--- src/rtl/spi_req_arbiter.sv ---
// Round-robin arbiter sharing one SPI master core among NUM_REQ requesters.
// Latches the winner's descriptor at grant and returns MISO data or a start-timeout error.
module spi_req_arbiter #(
    parameter int NUM_REQ  = 2,
    parameter int START_TO = 64,
    parameter int IDX_W    = 1
) (
    input  logic                   GCLK,
    input  logic                   RST,
    input  logic [NUM_REQ-1:0]     req_valid_i,
    input  logic [2*NUM_REQ-1:0]   req_mode_i,
    input  logic [2*NUM_REQ-1:0]   req_speed_i,
    input  logic [2*NUM_REQ-1:0]   req_len_i,
    input  logic [32*NUM_REQ-1:0]  req_mosi_i,
    output logic [NUM_REQ-1:0]     req_ready_o,
    output logic [NUM_REQ-1:0]     rsp_valid_o,
    output logic                   rsp_err_o,
    output logic [31:0]            rsp_data_o,
    output logic [NUM_REQ-1:0]     grant_o,
    output logic                   spi_start_o,
    input  logic                   spi_busy_i,
    output logic [1:0]             spi_mode_o,
    output logic [1:0]             spi_speed_o,
    output logic [1:0]             spi_len_o,
    output logic [31:0]            spi_mosi_o,
    input  logic [31:0]            spi_miso_i
);

    localparam int CNT_W = $clog2(START_TO) + 1;

    typedef enum logic [2:0] {
        S_IDLE,
        S_START,
        S_WAIT_BUSY,
        S_WAIT_DONE,
        S_RESP,
        S_ERR
    } state_t;

    state_t             r_state, w_next;
    logic [IDX_W-1:0]   r_owner, r_ptr, w_pick;
    logic [IDX_W:0]     w_sum;
    logic               w_found, w_grant_en, w_timeout;
    logic [2*NUM_REQ-1:0] w_dbl;
    logic [NUM_REQ-1:0] w_rot, r_grant;
    logic [1:0]         w_mode, w_speed, w_len, r_mode, r_speed, r_len;
    logic [31:0]        w_mosi, r_mosi, r_rsp_data;
    logic [CNT_W-1:0]   r_cnt;

    // Rotate valids so bit 0 is the current pointer, then map the first hit back.
    always_comb begin
        w_dbl   = {req_valid_i, req_valid_i};
        w_rot   = NUM_REQ'(w_dbl >> r_ptr);
        w_found = 1'b0;
        w_sum   = '0;
        for (int unsigned i = 0; i < NUM_REQ; i++) begin
            if (!w_found && w_rot[i]) begin
                w_found = 1'b1;
                w_sum   = {1'b0, r_ptr} + (IDX_W+1)'(i);
            end
        end
        if (w_sum >= (IDX_W+1)'(NUM_REQ)) begin
            w_sum = w_sum - (IDX_W+1)'(NUM_REQ);
        end
        w_pick = w_sum[IDX_W-1:0];
    end

    always_comb begin
        w_mode  = '0;
        w_speed = '0;
        w_len   = '0;
        w_mosi  = '0;
        for (int unsigned j = 0; j < NUM_REQ; j++) begin
            if (w_pick == IDX_W'(j)) begin
                w_mode  = req_mode_i[2*j +: 2];
                w_speed = req_speed_i[2*j +: 2];
                w_len   = req_len_i[2*j +: 2];
                w_mosi  = req_mosi_i[32*j +: 32];
            end
        end
    end

    assign w_timeout = (r_cnt == CNT_W'(START_TO - 1));

    always_ff @(posedge GCLK or posedge RST) begin
        if (RST) begin
            r_state <= S_IDLE;
        end else begin
            r_state <= w_next;
        end
    end

    always_comb begin
        w_next      = r_state;
        w_grant_en  = 1'b0;
        spi_start_o = 1'b0;
        req_ready_o = '0;
        rsp_valid_o = '0;
        rsp_err_o   = 1'b0;
        case (r_state)
            S_IDLE: begin
                if (!spi_busy_i && w_found) begin
                    w_grant_en = 1'b1;
                    w_next     = S_START;
                end
            end
            S_START: begin
                spi_start_o = 1'b1;
                req_ready_o = r_grant;
                w_next      = S_WAIT_BUSY;
            end
            S_WAIT_BUSY: begin
                if (spi_busy_i) begin
                    w_next = S_WAIT_DONE;
                end else if (w_timeout) begin
                    w_next = S_ERR;
                end
            end
            S_WAIT_DONE: begin
                if (!spi_busy_i) begin
                    w_next = S_RESP;
                end
            end
            S_RESP: begin
                rsp_valid_o = r_grant;
                w_next      = S_IDLE;
            end
            S_ERR: begin
                rsp_valid_o = r_grant;
                rsp_err_o   = 1'b1;
                w_next      = S_IDLE;
            end
            default: w_next = S_IDLE;
        endcase
    end

    always_ff @(posedge GCLK or posedge RST) begin
        if (RST) begin
            r_owner    <= '0;
            r_ptr      <= '0;
            r_grant    <= '0;
            r_mode     <= '0;
            r_speed    <= '0;
            r_len      <= '0;
            r_mosi     <= '0;
            r_cnt      <= '0;
            r_rsp_data <= '0;
        end else begin
            if (w_grant_en) begin
                r_owner <= w_pick;
                r_grant <= NUM_REQ'(1) << w_pick;
                r_mode  <= w_mode;
                r_speed <= w_speed;
                r_len   <= w_len;
                r_mosi  <= w_mosi;
            end
            if (r_state == S_START) begin
                r_cnt <= '0;
            end else if (r_state == S_WAIT_BUSY && !spi_busy_i) begin
                r_cnt <= r_cnt + 1'b1;
            end
            // Error responses carry zero data, so clear on the way into ERR.
            if (r_state == S_WAIT_DONE && !spi_busy_i) begin
                r_rsp_data <= spi_miso_i;
            end else if (r_state == S_WAIT_BUSY && !spi_busy_i && w_timeout) begin
                r_rsp_data <= '0;
            end
            if (r_state == S_RESP || r_state == S_ERR) begin
                r_grant <= '0;
                r_ptr   <= (r_owner == IDX_W'(NUM_REQ - 1)) ? '0 : r_owner + 1'b1;
            end
        end
    end

    assign grant_o     = r_grant;
    assign rsp_data_o  = r_rsp_data;
    assign spi_mode_o  = r_mode;
    assign spi_speed_o = r_speed;
    assign spi_len_o   = r_len;
    assign spi_mosi_o  = r_mosi;

endmodule
--- config.mk ---
export PLATFORM = sky130hd
export DESIGN_NAME = spi_req_arbiter
export DESIGN_NICKNAME = d
export VERILOG_FILES = /design/src/rtl/spi_req_arbiter.sv
export SDC_FILE = /design/constraint.sdc
export NUM_CORES = 1
export LEC_CHECK = 0
export ABC_AREA = 1
export CORE_AREA = 10 10 114 116
export CTS_CLUSTER_DIAMETER = 200
export DETAILED_ROUTE_END_ITERATION = 6
export DIE_AREA = 0 0 124 126
export PLACE_DENSITY = 0.74
export SLEW_MARGIN = 10
export SYNTH_ARGS = -nofsm -noshare
export SYNTH_HDL_FRONTEND = slang
export SYNTH_SLANG_ARGS = --single-unit
--- constraint.sdc ---
create_clock -name GCLK -period 2.71 [get_ports GCLK]
set_input_delay 0.6775 -clock GCLK [delete_from_list [all_inputs] [get_ports GCLK]]
set_output_delay 0.6775 -clock GCLK [all_outputs]
set_load 0.05 [all_outputs]
==> results.md <==
* I/O pin count at 191
* Max Slew Vio Count at 0
* Flops & latches, synth at 84
* Leak at 2.73 nW
* Drt initial violations at 243
* Sequential element share of the synthesized area at 55.6%
* GR Layer Usage met2 at 29.2%
* Vias in the first global route at 3862
* Port bufs at 190
* Clock Sinks at 84
* Reg-to-reg startpoint: r_state[0]$_DFFE_PP0P_
* Router iterations before antenna repair at 5
* Slowest cell on the critical path: dlygate4sd2_1
* Clock Latency Late Sink at 0.35 ns
* GR Util met3 at 3.40%
* Die ar. at 15600 µm²
* Hold Buf Count CTS at 0
* Routed WL per cell at 16.6 µm
* Height of the die at 126 µm
* DPL Wire Length at 9890 µm
* Period utilization at 89.3%
* Busiest metal layer after global routing: met2
* Die width at 124 µm
* Hold Vio Cnt, Final at 0
* Ant. Diodes at 0
* Clock transition at path regs at 0.09 ns
* CTS root buf: clkbuf_8
* Post-Layout Inst Area at 5960 µm²
* CTS tree: done
* Initial antenna violation count at 0
* Ys flop type: dfrtp_1
* Final worst path period need at 2.42 ns
* Crit path cell chain: inv_2, nand2_1, nor2_1, dlygate4sd2_1
* CP arrival at 1.74 ns
* Final-stage net count at 758
* Hold path depth at 2
* Synth warn at 0
* Critical Path Max Stage Delay at 0.55 ns
* Setup crit start kind: flip-flop
* Endpoints failing setup at 0
* Cells after synthesis at 462
* Fmax at 0.413 GHz
* Critical path type: reg2out
* Via count at 3849
* Vias per inst at 4.88
* Post-CTS Setup Bufs at 0
* Pwr per Cell Area at 1190 nW/µm²
* Skew final at 0.0106 ns
* Worst-Margin Slew at 0.689 ns
* Dominant cell type by area after synthesis: dfrtp_1
* Slew margin rel. at 54.0%
* Sum Neg Setup Slack at 0 ns
* Gr usage total at 16.6%
* Asr flop ratio synth at 100%
* Hold path startpoint: r_owner$_DFFE_PP0P_
* Most common cell after layout, fill and taps aside: clkdlybuf4s50_1
* Crit. End Element: primary output
* First-pass GRT wire length at 20600 µm
* Row count at 38
* RSZ-0062 raised after global routing: no
* Synthesized area at 3780 µm²
* Peak supply drop at 0.630 mV
* Number of remaining DRC errors at 0
* Fill cell count at 964
* Num CTS Buffers at 9
* Commonest cells after routing, fill and taps aside: 184 x clkdlybuf4s50_1, 145 x nand2_1, 84 x dfrtp_1, 49 x nor2_1, 47 x o21ai_1
* Number of enable flip-flop cells after synthesis at 0
* GRT overflow at 0
* Max Fanout on Critical Path at 7
* Largest net degree at the start of global routing at 42
* Post-synth top area share at 55.6%
* Htree depth at 3
* Share of layout cells above drive strength 1 at 5.40%
* DRT antenna net count at 0
* WP data required at 2.03 ns
* Max Buffers Root-to-Sink at 2
* Post-synth cell types at 19
* Initial Util at 35.4%
* Worst Setup SP: r_state[1]$_DFFE_PP0P_
* Synth Net Count at 576
* Area delta synth->final at 57.5%
* Worst R2R Path Depth at 6
* Post-synthesis area per instance at 8.19 µm²
* Class of the worst hold path: reg2reg
* Top cells by area, synth: dfrtp_1 56%, nand2_1 14%, o21ai_1 6.2%, nand3_1 5.3%, nor2_1 4.9%
* Placed instance area at 5790 µm²
* Core area at 10700 µm²
* GR Util met1 at 18.7%
* Status: finished clean
* Post-cts repair resize count at 3
* Drt total wl at 13000 µm
* GPL Wtd Cong at 0.782
* Max cap viols at 0
[final cells by class]
| type | instances | area (µm²) | area share [%] |
|---|---|---|---|
| Clock buffer | 12 | 155 | 2.60 |
| Clock inverter | 3 | 22.5 | 0.378 |
| Inverter | 22 | 86.3 | 1.45 |
| Multi-Input combinational cell | 330 | 1450 | 24.3 |
| Sequential cell | 84 | 2100 | 35.3 |
| Tap cell | 140 | 175 | 2.94 |
| Timing Repair Buffer | 197 | 1970 | 33.0 |
[routing by layer]
metal	routed length [µm]	share of wire, %
met3	692	5.3
met4	331	2.5
met1	4990	38
met5	0	0
met2	7030	54
[synthesized netlist by cell type, types with 4 or more instances]
cell      count
nand2_1     145
dfrtp_1      84
nor2_1       49
o21ai_1      47
nand3_1      40
o21ai_0      35
inv_1        17
buf_2        11
clkbuf_1      9
nand4_1       6
inv_2         5
buf_6         4
[kinds of logic (layout without fill, tap and decap cells)]
kind of cell	count (synthesis)	count (layout)	share of synthesized area, %
AOI/OAI and AO/OA	83	83	11.0
adders and majority gates	1	1	0.331
buffers and inverters	48	234	6.12
DFF	84	84	55.6
and+or+nand+nor	246	246	27.0
[through the flow]
step	power, mW	hold WS, ns	utilization (%)	setup slack, ns	std cells
2_1_floorplan	4.82	0.437	-	0.615	462
3_3_place_gp	6.28	0.452	54.1	0.345	773
3_5_place_dp	6.37	0.460	54.1	0.280	773
4_1_cts	7.21	0.483	55.7	0.259	788
5_1_grt	7.53	0.500	55.7	0.150	788
6_report	7.12	0.479	55.7	0.290	788
[power by group]
part | switching (mW) | internal (mW) | total (mW)
Combinational | 2.83 | 1.34 | 4.17
Sequential | 0.333 | 1.79 | 2.13
Clock | 0.442 | 0.379 | 0.821
[worst max-delay path, delay by kind of cell, from the launching register on]
| family | cells | cell delay (ns) |
|---|---|---|
| buffers and inverters | 2 | 0.66 |
| DFF | 1 | 0.46 |
| and+or+nand+nor | 2 | 0.28 |
[sequential cells by signal, indices dropped and copies added (netlist names)]
name	cells
r_ptr	1
r_state	3
spi_speed_o	2
spi_mosi_o	32
rsp_data_o	32
r_owner	1
r_cnt	7
spi_len_o	2
grant_o	2
spi_mode_o	2
[path summary, 6_finish.rpt]
check,to,slack [ns]
max,rsp_valid_o[0],0.29
min,r_owner$_DFFE_PP0P_,0.48
max reg2reg,spi_mosi_o[13]$_DFFE_PP0P_,1.01
min reg2reg,r_owner$_DFFE_PP0P_,0.48
max in group asynchronous,spi_mosi_o[24]$_DFFE_PP0P_,1.38
min in group asynchronous,rsp_data_o[0]$_DFFE_PP0P_,0.76
(Power assumes the default switching activity.)
